<file path="config.mk">
export PLATFORM = sky130hd
export DESIGN_NAME = apb_master_bridge_flat
export DESIGN_NICKNAME = d
export VERILOG_FILES = /design/src/rtl/apb_master_bridge_pkg.sv /design/src/rtl/apb_master_bridge_if.sv /design/src/rtl/apb_master_bridge_wdt_counter.sv /design/src/rtl/apb_master_bridge.sv /design/src/flat_wrapper.sv
export SDC_FILE = /design/constraint.sdc
export NUM_CORES = 1
export LEC_CHECK = 0
export CORE_MARGIN = 1.5
export CORE_UTILIZATION = 40
export DETAILED_ROUTE_END_ITERATION = 8
export PLACE_DENSITY = 0.79
export SLEW_MARGIN = 10
export SYNTH_ARGS = -nofsm -noshare
export SYNTH_HDL_FRONTEND = slang
export SYNTH_HIERARCHICAL = 1
export SYNTH_SLANG_ARGS = --single-unit
export TNS_END_PERCENT = 10
</file>
<file path="constraint.sdc">
create_clock -name PCLK -period 1.57 [get_ports PCLK]
set_input_delay 0.2355 -clock PCLK [delete_from_list [all_inputs] [get_ports PCLK]]
set_output_delay 0.2355 -clock PCLK [all_outputs]
set_load 0.005 [all_outputs]
</file>
<file path="src/rtl/apb_master_bridge_pkg.sv">
// Shared types and defaults for the APB requester bridge.
// State encoding is fixed so it reads the same in waveforms and in software debug dumps.
package apb_master_pkg;

    typedef enum logic [1:0] {
        ST_IDLE   = 2'd0,
        ST_SETUP  = 2'd1,
        ST_ACCESS = 2'd2,
        ST_RESP   = 2'd3
    } apb_state_t;

    typedef struct packed {
        logic err;
        logic timeout;
    } rsp_status_t;

    localparam int unsigned APB_TIMEOUT_CYCLES_DEFAULT = 16;

    // Counter width needed to hold 0..n-1, never narrower than one bit.
    function automatic int unsigned cnt_width(input int unsigned n);
        return (n < 2) ? 1 : $clog2(n);
    endfunction

endpackage

</file>
<file path="src/rtl/apb_master_bridge_if.sv">
// Command/response port plus APB requester signals of the bridge.
// master = the bridge itself, slave = initiator and peripheral side.
interface apb_master_bridge_if #(
    parameter int unsigned ADDR_WIDTH = 32,
    parameter int unsigned DATA_WIDTH = 32
);
    logic                  req_valid;
    logic                  req_ready;
    logic                  req_write;
    logic [ADDR_WIDTH-1:0] req_addr;
    logic [DATA_WIDTH-1:0] req_wdata;

    logic                  rsp_valid;
    logic                  rsp_ready;
    logic [DATA_WIDTH-1:0] rsp_rdata;
    logic                  rsp_err;
    logic                  rsp_timeout;

    logic                  PSEL;
    logic                  PENABLE;
    logic                  PWRITE;
    logic [ADDR_WIDTH-1:0] PADDR;
    logic [DATA_WIDTH-1:0] PWDATA;
    logic [DATA_WIDTH-1:0] PRDATA;
    logic                  PREADY;
    logic                  PSLVERR;

    modport master (
        input  req_valid, req_write, req_addr, req_wdata, rsp_ready,
        input  PRDATA, PREADY, PSLVERR,
        output req_ready, rsp_valid, rsp_rdata, rsp_err, rsp_timeout,
        output PSEL, PENABLE, PWRITE, PADDR, PWDATA
    );

    modport slave (
        output req_valid, req_write, req_addr, req_wdata, rsp_ready,
        output PRDATA, PREADY, PSLVERR,
        input  req_ready, rsp_valid, rsp_rdata, rsp_err, rsp_timeout,
        input  PSEL, PENABLE, PWRITE, PADDR, PWDATA
    );
endinterface

</file>
<file path="src/rtl/apb_master_bridge_wdt_counter.sv">
// Wait-state watchdog: counts enabled cycles since clear, flags the LIMIT-th one.
// Latency: tc is combinational in the cycle that would complete LIMIT enabled cycles.
// Backpressure: none; holds at terminal count until cleared.
module apb_wdt_counter
    import apb_master_pkg::*;
#(
    parameter int unsigned LIMIT = APB_TIMEOUT_CYCLES_DEFAULT
) (
    input  logic PCLK,
    input  logic PRESETn,
    input  logic clr,
    input  logic en,
    output logic tc
);
    localparam int unsigned CW = cnt_width(LIMIT);

    logic [CW-1:0] count;

    assign tc = en && (count == CW'(LIMIT - 1));

    always_ff @(posedge PCLK or negedge PRESETn) begin
        if (!PRESETn) begin
            count <= '0;
        end else if (clr) begin
            count <= '0;
        end else if (en && !tc) begin
            count <= count + 1'b1;
        end
    end
endmodule

</file>
<file path="src/rtl/apb_master_bridge.sv">
// APB requester: one valid/ready command in, one APB transfer out, response held until taken.
// Latency: accept->SETUP->ACCESS->RESP, 4 cycles min per transfer, +1 per PREADY-low cycle.
// Backpressure: req_ready only in IDLE; RESP held until rsp_ready. Watchdog: APB_MASTER_TIMEOUT_EN.
module apb_master_bridge
    import apb_master_pkg::*;
#(
    parameter int unsigned ADDR_WIDTH     = 32,
    parameter int unsigned DATA_WIDTH     = 32,
    parameter int unsigned TIMEOUT_CYCLES = APB_TIMEOUT_CYCLES_DEFAULT
) (
    input  logic                  PCLK,
    input  logic                  PRESETn,
    apb_master_bridge_if.master   bus
);
    apb_state_t            state;
    apb_state_t            state_nxt;
    logic                  accept;
    logic                  done;
    logic                  timeout_hit;

    logic [ADDR_WIDTH-1:0] paddr_q;
    logic [DATA_WIDTH-1:0] pwdata_q;
    logic                  pwrite_q;
    logic [DATA_WIDTH-1:0] rdata_q;
    rsp_status_t           status_q;

    assign accept = bus.req_valid && (state == ST_IDLE);
    assign done   = (state == ST_ACCESS) && bus.PREADY;

`ifdef APB_MASTER_TIMEOUT_EN
    logic wdt_clr;
    logic wdt_en;

    assign wdt_clr = (state == ST_SETUP);
    assign wdt_en  = (state == ST_ACCESS) && !bus.PREADY;

    apb_wdt_counter #(
        .LIMIT (TIMEOUT_CYCLES)
    ) u_wdt (
        .PCLK    (PCLK),
        .PRESETn (PRESETn),
        .clr     (wdt_clr),
        .en      (wdt_en),
        .tc      (timeout_hit)
    );
`else
    logic unused_timeout_cfg;

    assign timeout_hit        = 1'b0;
    assign unused_timeout_cfg = (TIMEOUT_CYCLES == 0);
`endif

    always_comb begin
        state_nxt = state;
        case (state)
            ST_IDLE:   if (accept) state_nxt = ST_SETUP;
            ST_SETUP:  state_nxt = ST_ACCESS;
            ST_ACCESS: if (done || timeout_hit) state_nxt = ST_RESP;
            ST_RESP:   if (bus.rsp_ready) state_nxt = ST_IDLE;
            default:   state_nxt = ST_IDLE;
        endcase
    end

    // State resets asynchronously, so PSEL/PENABLE decoded from it drop at once.
    always_ff @(posedge PCLK or negedge PRESETn) begin
        if (!PRESETn) state <= ST_IDLE;
        else          state <= state_nxt;
    end

    always_ff @(posedge PCLK or negedge PRESETn) begin
        if (!PRESETn) begin
            paddr_q  <= '0;
            pwdata_q <= '0;
            pwrite_q <= 1'b0;
        end else if (accept) begin
            paddr_q  <= bus.req_addr;
            pwdata_q <= bus.req_wdata;
            pwrite_q <= bus.req_write;
        end
    end

    // PRDATA/PSLVERR are only meaningful in the completing ACCESS cycle.
    always_ff @(posedge PCLK or negedge PRESETn) begin
        if (!PRESETn) begin
            rdata_q  <= '0;
            status_q <= '0;
        end else if (done) begin
            rdata_q  <= pwrite_q ? '0 : bus.PRDATA;
            status_q <= '{err: bus.PSLVERR, timeout: 1'b0};
        end else if (timeout_hit) begin
            rdata_q  <= '0;
            status_q <= '{err: 1'b1, timeout: 1'b1};
        end
    end

    assign bus.req_ready   = (state == ST_IDLE);
    assign bus.rsp_valid   = (state == ST_RESP);
    assign bus.rsp_rdata   = rdata_q;
    assign bus.rsp_err     = status_q.err;
    assign bus.rsp_timeout = status_q.timeout;

    assign bus.PSEL        = (state == ST_SETUP) || (state == ST_ACCESS);
    assign bus.PENABLE     = (state == ST_ACCESS);
    assign bus.PADDR       = paddr_q;
    assign bus.PWRITE      = pwrite_q;
    assign bus.PWDATA      = pwdata_q;
endmodule

</file>
<file path="src/flat_wrapper.sv">
// flat-port wrapper written by rule: the top's interface ports become plain ports
module apb_master_bridge_flat import apb_master_pkg::*;
#(
    parameter int unsigned ADDR_WIDTH     = 32,
    parameter int unsigned DATA_WIDTH     = 32,
    parameter int unsigned TIMEOUT_CYCLES = APB_TIMEOUT_CYCLES_DEFAULT
)
  (PCLK, PRESETn, bus_req_valid, bus_req_write, bus_req_addr, bus_req_wdata, bus_rsp_ready, bus_PRDATA, bus_PREADY, bus_PSLVERR, bus_req_ready, bus_rsp_valid, bus_rsp_rdata, bus_rsp_err, bus_rsp_timeout, bus_PSEL, bus_PENABLE, bus_PWRITE, bus_PADDR, bus_PWDATA);
  apb_master_bridge_if #(.ADDR_WIDTH(ADDR_WIDTH), .DATA_WIDTH(DATA_WIDTH)) bus_i ();
  input  logic PCLK;
  input  logic PRESETn;
  input wire logic [$bits(bus_i.req_valid)-1:0] bus_req_valid;
  input wire logic [$bits(bus_i.req_write)-1:0] bus_req_write;
  input wire logic [$bits(bus_i.req_addr)-1:0] bus_req_addr;
  input wire logic [$bits(bus_i.req_wdata)-1:0] bus_req_wdata;
  input wire logic [$bits(bus_i.rsp_ready)-1:0] bus_rsp_ready;
  input wire logic [$bits(bus_i.PRDATA)-1:0] bus_PRDATA;
  input wire logic [$bits(bus_i.PREADY)-1:0] bus_PREADY;
  input wire logic [$bits(bus_i.PSLVERR)-1:0] bus_PSLVERR;
  output wire logic [$bits(bus_i.req_ready)-1:0] bus_req_ready;
  output wire logic [$bits(bus_i.rsp_valid)-1:0] bus_rsp_valid;
  output wire logic [$bits(bus_i.rsp_rdata)-1:0] bus_rsp_rdata;
  output wire logic [$bits(bus_i.rsp_err)-1:0] bus_rsp_err;
  output wire logic [$bits(bus_i.rsp_timeout)-1:0] bus_rsp_timeout;
  output wire logic [$bits(bus_i.PSEL)-1:0] bus_PSEL;
  output wire logic [$bits(bus_i.PENABLE)-1:0] bus_PENABLE;
  output wire logic [$bits(bus_i.PWRITE)-1:0] bus_PWRITE;
  output wire logic [$bits(bus_i.PADDR)-1:0] bus_PADDR;
  output wire logic [$bits(bus_i.PWDATA)-1:0] bus_PWDATA;
  assign bus_i.req_valid = bus_req_valid;
  assign bus_i.req_write = bus_req_write;
  assign bus_i.req_addr = bus_req_addr;
  assign bus_i.req_wdata = bus_req_wdata;
  assign bus_i.rsp_ready = bus_rsp_ready;
  assign bus_i.PRDATA = bus_PRDATA;
  assign bus_i.PREADY = bus_PREADY;
  assign bus_i.PSLVERR = bus_PSLVERR;
  assign bus_req_ready = bus_i.req_ready;
  assign bus_rsp_valid = bus_i.rsp_valid;
  assign bus_rsp_rdata = bus_i.rsp_rdata;
  assign bus_rsp_err = bus_i.rsp_err;
  assign bus_rsp_timeout = bus_i.rsp_timeout;
  assign bus_PSEL = bus_i.PSEL;
  assign bus_PENABLE = bus_i.PENABLE;
  assign bus_PWRITE = bus_i.PWRITE;
  assign bus_PADDR = bus_i.PADDR;
  assign bus_PWDATA = bus_i.PWDATA;
  apb_master_bridge #(.ADDR_WIDTH(ADDR_WIDTH), .DATA_WIDTH(DATA_WIDTH), .TIMEOUT_CYCLES(TIMEOUT_CYCLES)) u_core (.PCLK(PCLK), .PRESETn(PRESETn), .bus(bus_i));
endmodule
</file>
; Word-level counts from Yosys, hierarchy flattened
; Index checks and enable logic that the tools add are counted.
[classes]
eq_ne = 6
muxes = 5
reduce_logical = 5
[op_table]
columns = cell, count
row1 = $mux W32, 1
row2 = $pmux W2 S4, 1
row3 = $mux W2, 3
row4 = $eq A2 B2 Y1 const B, 2
row5 = $ne A2 B1 Y1 const B, 2
row6 = $reduce_and A3 Y1, 1
row7 = $eq A2 B1 Y1 const B, 1
row8 = $logic_and A1 B1 Y1, 2
row9 = $logic_not A2 Y1, 1
row10 = $ne A2 B2 Y1 const B, 1
row11 = $logic_or A1 B1 Y1, 1
[word_totals]
reg_bits = 100
input_bits = 103
elab_cells = 22

; Logic depth before layout (Yosys ltp)
[logic_depth]
word_depth = 4
mapped_depth = 7
depth_no_buf = 5

; Least setup slack after synthesis
; Ideal clock, no wire load.
[synth_timing]
path_kind = register to register
from = register u_core.state[0]
to = register u_core.state[1]
setup_time_ps = 125
arrival_time_ps = 1348
slack_ps = 97
path_stages_with_launch = 5
n_path_buf = 0
path_cell_list = dfrtp_1 ha_1 nor2b_1 a221oi_1 mux2_2
[synth_rtl]
columns = item, line_no
row1 = "start, declared", apb_master_bridge.sv:15  ; apb_state_t state;
row2 = "start signal, assigned", apb_master_bridge.sv:67  ; else state <= state_nxt;
row3 = $eq A2 B2 Y1 (*), --
row4 = named net bus_rsp_valid, flat_wrapper.sv:21  ; output wire logic [$bits(bus_i.rsp_valid)-1:0] bus_rsp_valid;
row5 = $ne A2 B2 Y1 (no source line), --
row6 = $reduce_and A3 Y1 (no source line), --
; Mark *: on every way through the listed nets, which the timed path passes. The rest lies on a longest branch.
; A chain may end at the register's enable or synchronous reset.

; Worst setup path in the final report
[layout_timing]
from = register u_core.state[1]
to = register u_core.state[1]
[layout_between]
elab_chain_cells = 4
[layout_lines]
columns = item, line_no
row1 = $eq A2 B2 Y1 / $logic_not A2 Y1 (equally long branches), "apb_master_bridge.sv:28, apb_master_bridge.sv:55, apb_master_bridge.sv:27"
row2 = $logic_and A1 B1 Y1 (on tied branches), "apb_master_bridge.sv:28, apb_master_bridge.sv:27"
row3 = $ne A2 B1 Y1 (no source line), --
row4 = $reduce_and A3 Y1 (no source line), --
; Parallel ways exist; a longest one is shown, timed or not.

==> impl_metrics.ini <==
[min_path]
hp-class = in2async

[floorplan]
die_y_um = 105
num_rows = 36
die-area_um2 = 11000
coreArea_um2 = 9910
io_pins = 206
start_util_pct = 41.8
die-width_um = 105

[run_status]
failed_checks = setup timing
status = finished with violations

[timing]
min_period_ps = 1630
drv_slew = 0
hold_viol_final = 0
fin_ws_ps = -59.2
setup_violations = 1
post-route-period-util_pct = 104
fin_tns_setup_ps = -59.2
finalClockSkew_ps = 9.81
rsz0062_at_grt = true
max_freq_mhz = 614

[synth]
synth_ff_type = dfrtp_1
synth_warnings = 6
synthAdderAreaFrac_pct = 0.907
async_flop_share_pct = 100
muxShareOfSynthArea_pct = 22.8
synth_top_area_share_pct = 60.5
synth_top_cell_by_area = dfrtp_1
synth_top_family_by_area = multiplexers
synth_simple_gate_area_share_pct = 8.07
netlist_area_um2 = 4140
synth_nets = 400
synth_xor_area_share_pct = 0
synthTopCellsByCount = dfrtp_1 (100), mux2_4 (50), nand2_1 (34)
seq_area_frac_synth_pct = 60.5
yosysMostFrequentCell = dfrtp_1
synthTopCellsByArea = dfrtp_1 (60%), mux2_4 (18%), nand2b_1 (4.8%)
synth.distinct_cells = 16
synth_edf_count = 0
synth-compound-area-share_pct = 4.32
syn-instance-count = 294
synth_seq_cells = 100
synth_area_per_cell_um2 = 14.1

[final_layout]
syn_to_final_growth_pct = 61.6
nets = 615
fillCellCount = 756
regArea_um2 = 2500
antenna_cells = 0
final_cells = 645
drive_gt1_share_pct = 21.3
multiInputGateArea_um2 = 1550

[cts]
clk_pin_slew_worst_paths_ps = 90
cts_buffers = 9
cts_tree = yes
htree_levels = 3
cts_root_buf = clkbuf_8
clk_path_buf_depth = 2
cts.sinks = 100
clk_latency_ps = 350

[global_routing]
grt_max_degree = 49
grt_overflow = 0
grt_pass1_wl_mm = 16.6
antenna_found_initial = 0
grt_pass1_vias = 3207
grt_usage_pct = 19.3

[placement]
dp_hpwl_mm = 7.83
dp_cells = 626
gp_congestion = 0.737
pre_cts_ws_ps = -95.5
portBuffers = 204

[drt]
ant_nets = 0
vias = 3013
routed_wl_mm = 10.4
drt-vias-per-instance = 4.67
firstDrtPassIters = 4
wire_per_inst_um = 16.1
drc_errors = 0
drtIter0Drc = 45

[pwr]
intPower_uw = 9110
p_sw_share_pct = 28.0
seqPwrFrac_pct = 36.2
p_leak_uw = 0.00302
combPwrFrac_pct = 49.9
switching_power_uw = 3550
peakVddDrop_v = 0.00110
p_per_area_nw_per_um2 = 1890
power_frac_clock_pct = 13.9

[critical_path]
arrival_ps = 1870
cp-start-kind = flop
path_class = reg2reg
cp-end-kind = flop
critPathRequiredTime_ps = 1810
critPathMaxFanout = 3

[flow_run]
drv_cap = 0
[through the flow]
stage | utilization, % | total power (uW) | hold slack (ps) | area, um2
detailed placement | 64.6 | 10800 | 147 | 6400
global placement | 64.6 | 10600 | 148 | 6400
floorplan | - | 7200 | -60.1 | 4140
CTS | 67.3 | 12800 | 296 | 6670
finish | 67.5 | 12700 | 300 | 6690
global route | 67.5 | 13400 | 304 | 6690
[kinds of logic after synthesis]
| group | count (synthesis) |
|---|---|
| DFF | 100 |
| muxes | 67 |
| and+or+nand+nor | 67 |
| AOI/OAI and AO/OA | 34 |
| buffers and inverters | 22 |
| adders and majority gates | 3 |
| other | 1 |
[placed cells by master, fill, tap and decap left out, types with 2 or more instances in the layout]
cell,netlist,routed
buf_12,0,6
o21ai_0,32,32
clkbuf_2,0,2
nand2_1,34,32
clkdlybuf4s50_1,0,199
mux2_2,17,16
inv_2,0,2
buf_4,1,12
clkinvlp_4,0,2
ha_2,0,2
bufinv_16,0,2
nand2b_1,32,32
inv_1,4,2
mux2_4,50,51
dfrtp_1,100,100
clkbuf_8,0,10
[repair_timing]
item / 4_1_cts / 5_1_grt
resized for setup: 11 / 7
cloned: 0 / 0
endpoints found under the hold margin: 19 / 0
hold buffers: 1 / 0
setup endpoints to repair: 69 / 7
pin swaps: 0 / 1
buffers inserted: 4 / 0
[power by group through the flow]
stage	Combinational [uW]	Clock, uW	Sequential, uW
global placement	6040	0	4570
detailed placement	6170	0	4650
CTS	6320	1840	4600
global route	6750	1920	4750
floorplan	2530	0	4670
finish	6310	1760	4590
[flip-flops by register name, indices dropped and copies added (netlist names)]
| register | cells |
|---|---|
| u_core/bus.PADDR | 32 |
| u_core/bus.PWDATA | 32 |
| u_core/bus.rsp_rdata | 32 |
| u_core/state | 2 |
| u_core/bus.PWRITE | 1 |
| u_core/bus.rsp_err | 1 |
[critical path, cell delays in order (launching register included)]
cell and delay [ps]:
dfrtp_1 420, buf_4 150, ha_2 170, buf_4 150, a221oi_4 300, mux2_4 330
[routing by layer]
layer / global-route usage (%) / vias to the layer above / share of wire (%)
met5: 0 / - / 0
met4: 5.28 / 0 / 1.4
met3: 6.55 / 14 / 6.9
met2: 34.4 / 124 / 52
met1: 22.2 / 1470 / 40
li1: - / 1405 / -
[final cells by class]
cell class	instances	share of cell area (%)
clock inverter	4	1.12
inverter	4	0.225
timing repair buffer	222	33.6
sequential	100	37.4
tap	133	2.49
multi-input combinational	172	23.1
clock buffer	10	2.06
[worst paths after layout]
check | startpoint | to | slack [ps] | cells after the start
max | u_core/state[1]$_DFFE_PN0P_ | u_core/state[1]$_DFFE_PN0P_ | -60 | 5
min | PRESETn | u_core/bus.PWDATA[30]$_DFFE_PN0P_ | 300 | 2
max reg2reg | u_core/state[1]$_DFFE_PN0P_ | u_core/state[1]$_DFFE_PN0P_ | -60 | 5
min reg2reg | u_core/bus.rsp_rdata[31]$_DFFE_PN0P_ | u_core/bus.rsp_rdata[31]$_DFFE_PN0P_ | 490 | 2
max in group asynchronous | PRESETn | u_core/bus.rsp_rdata[24]$_DFFE_PN0P_ | 740 | 3
min in group PCLK | bus_PRDATA[13] | u_core/bus.rsp_rdata[13]$_DFFE_PN0P_ | 440 | 3
Note: power is estimated with default switching activity, not from simulation.
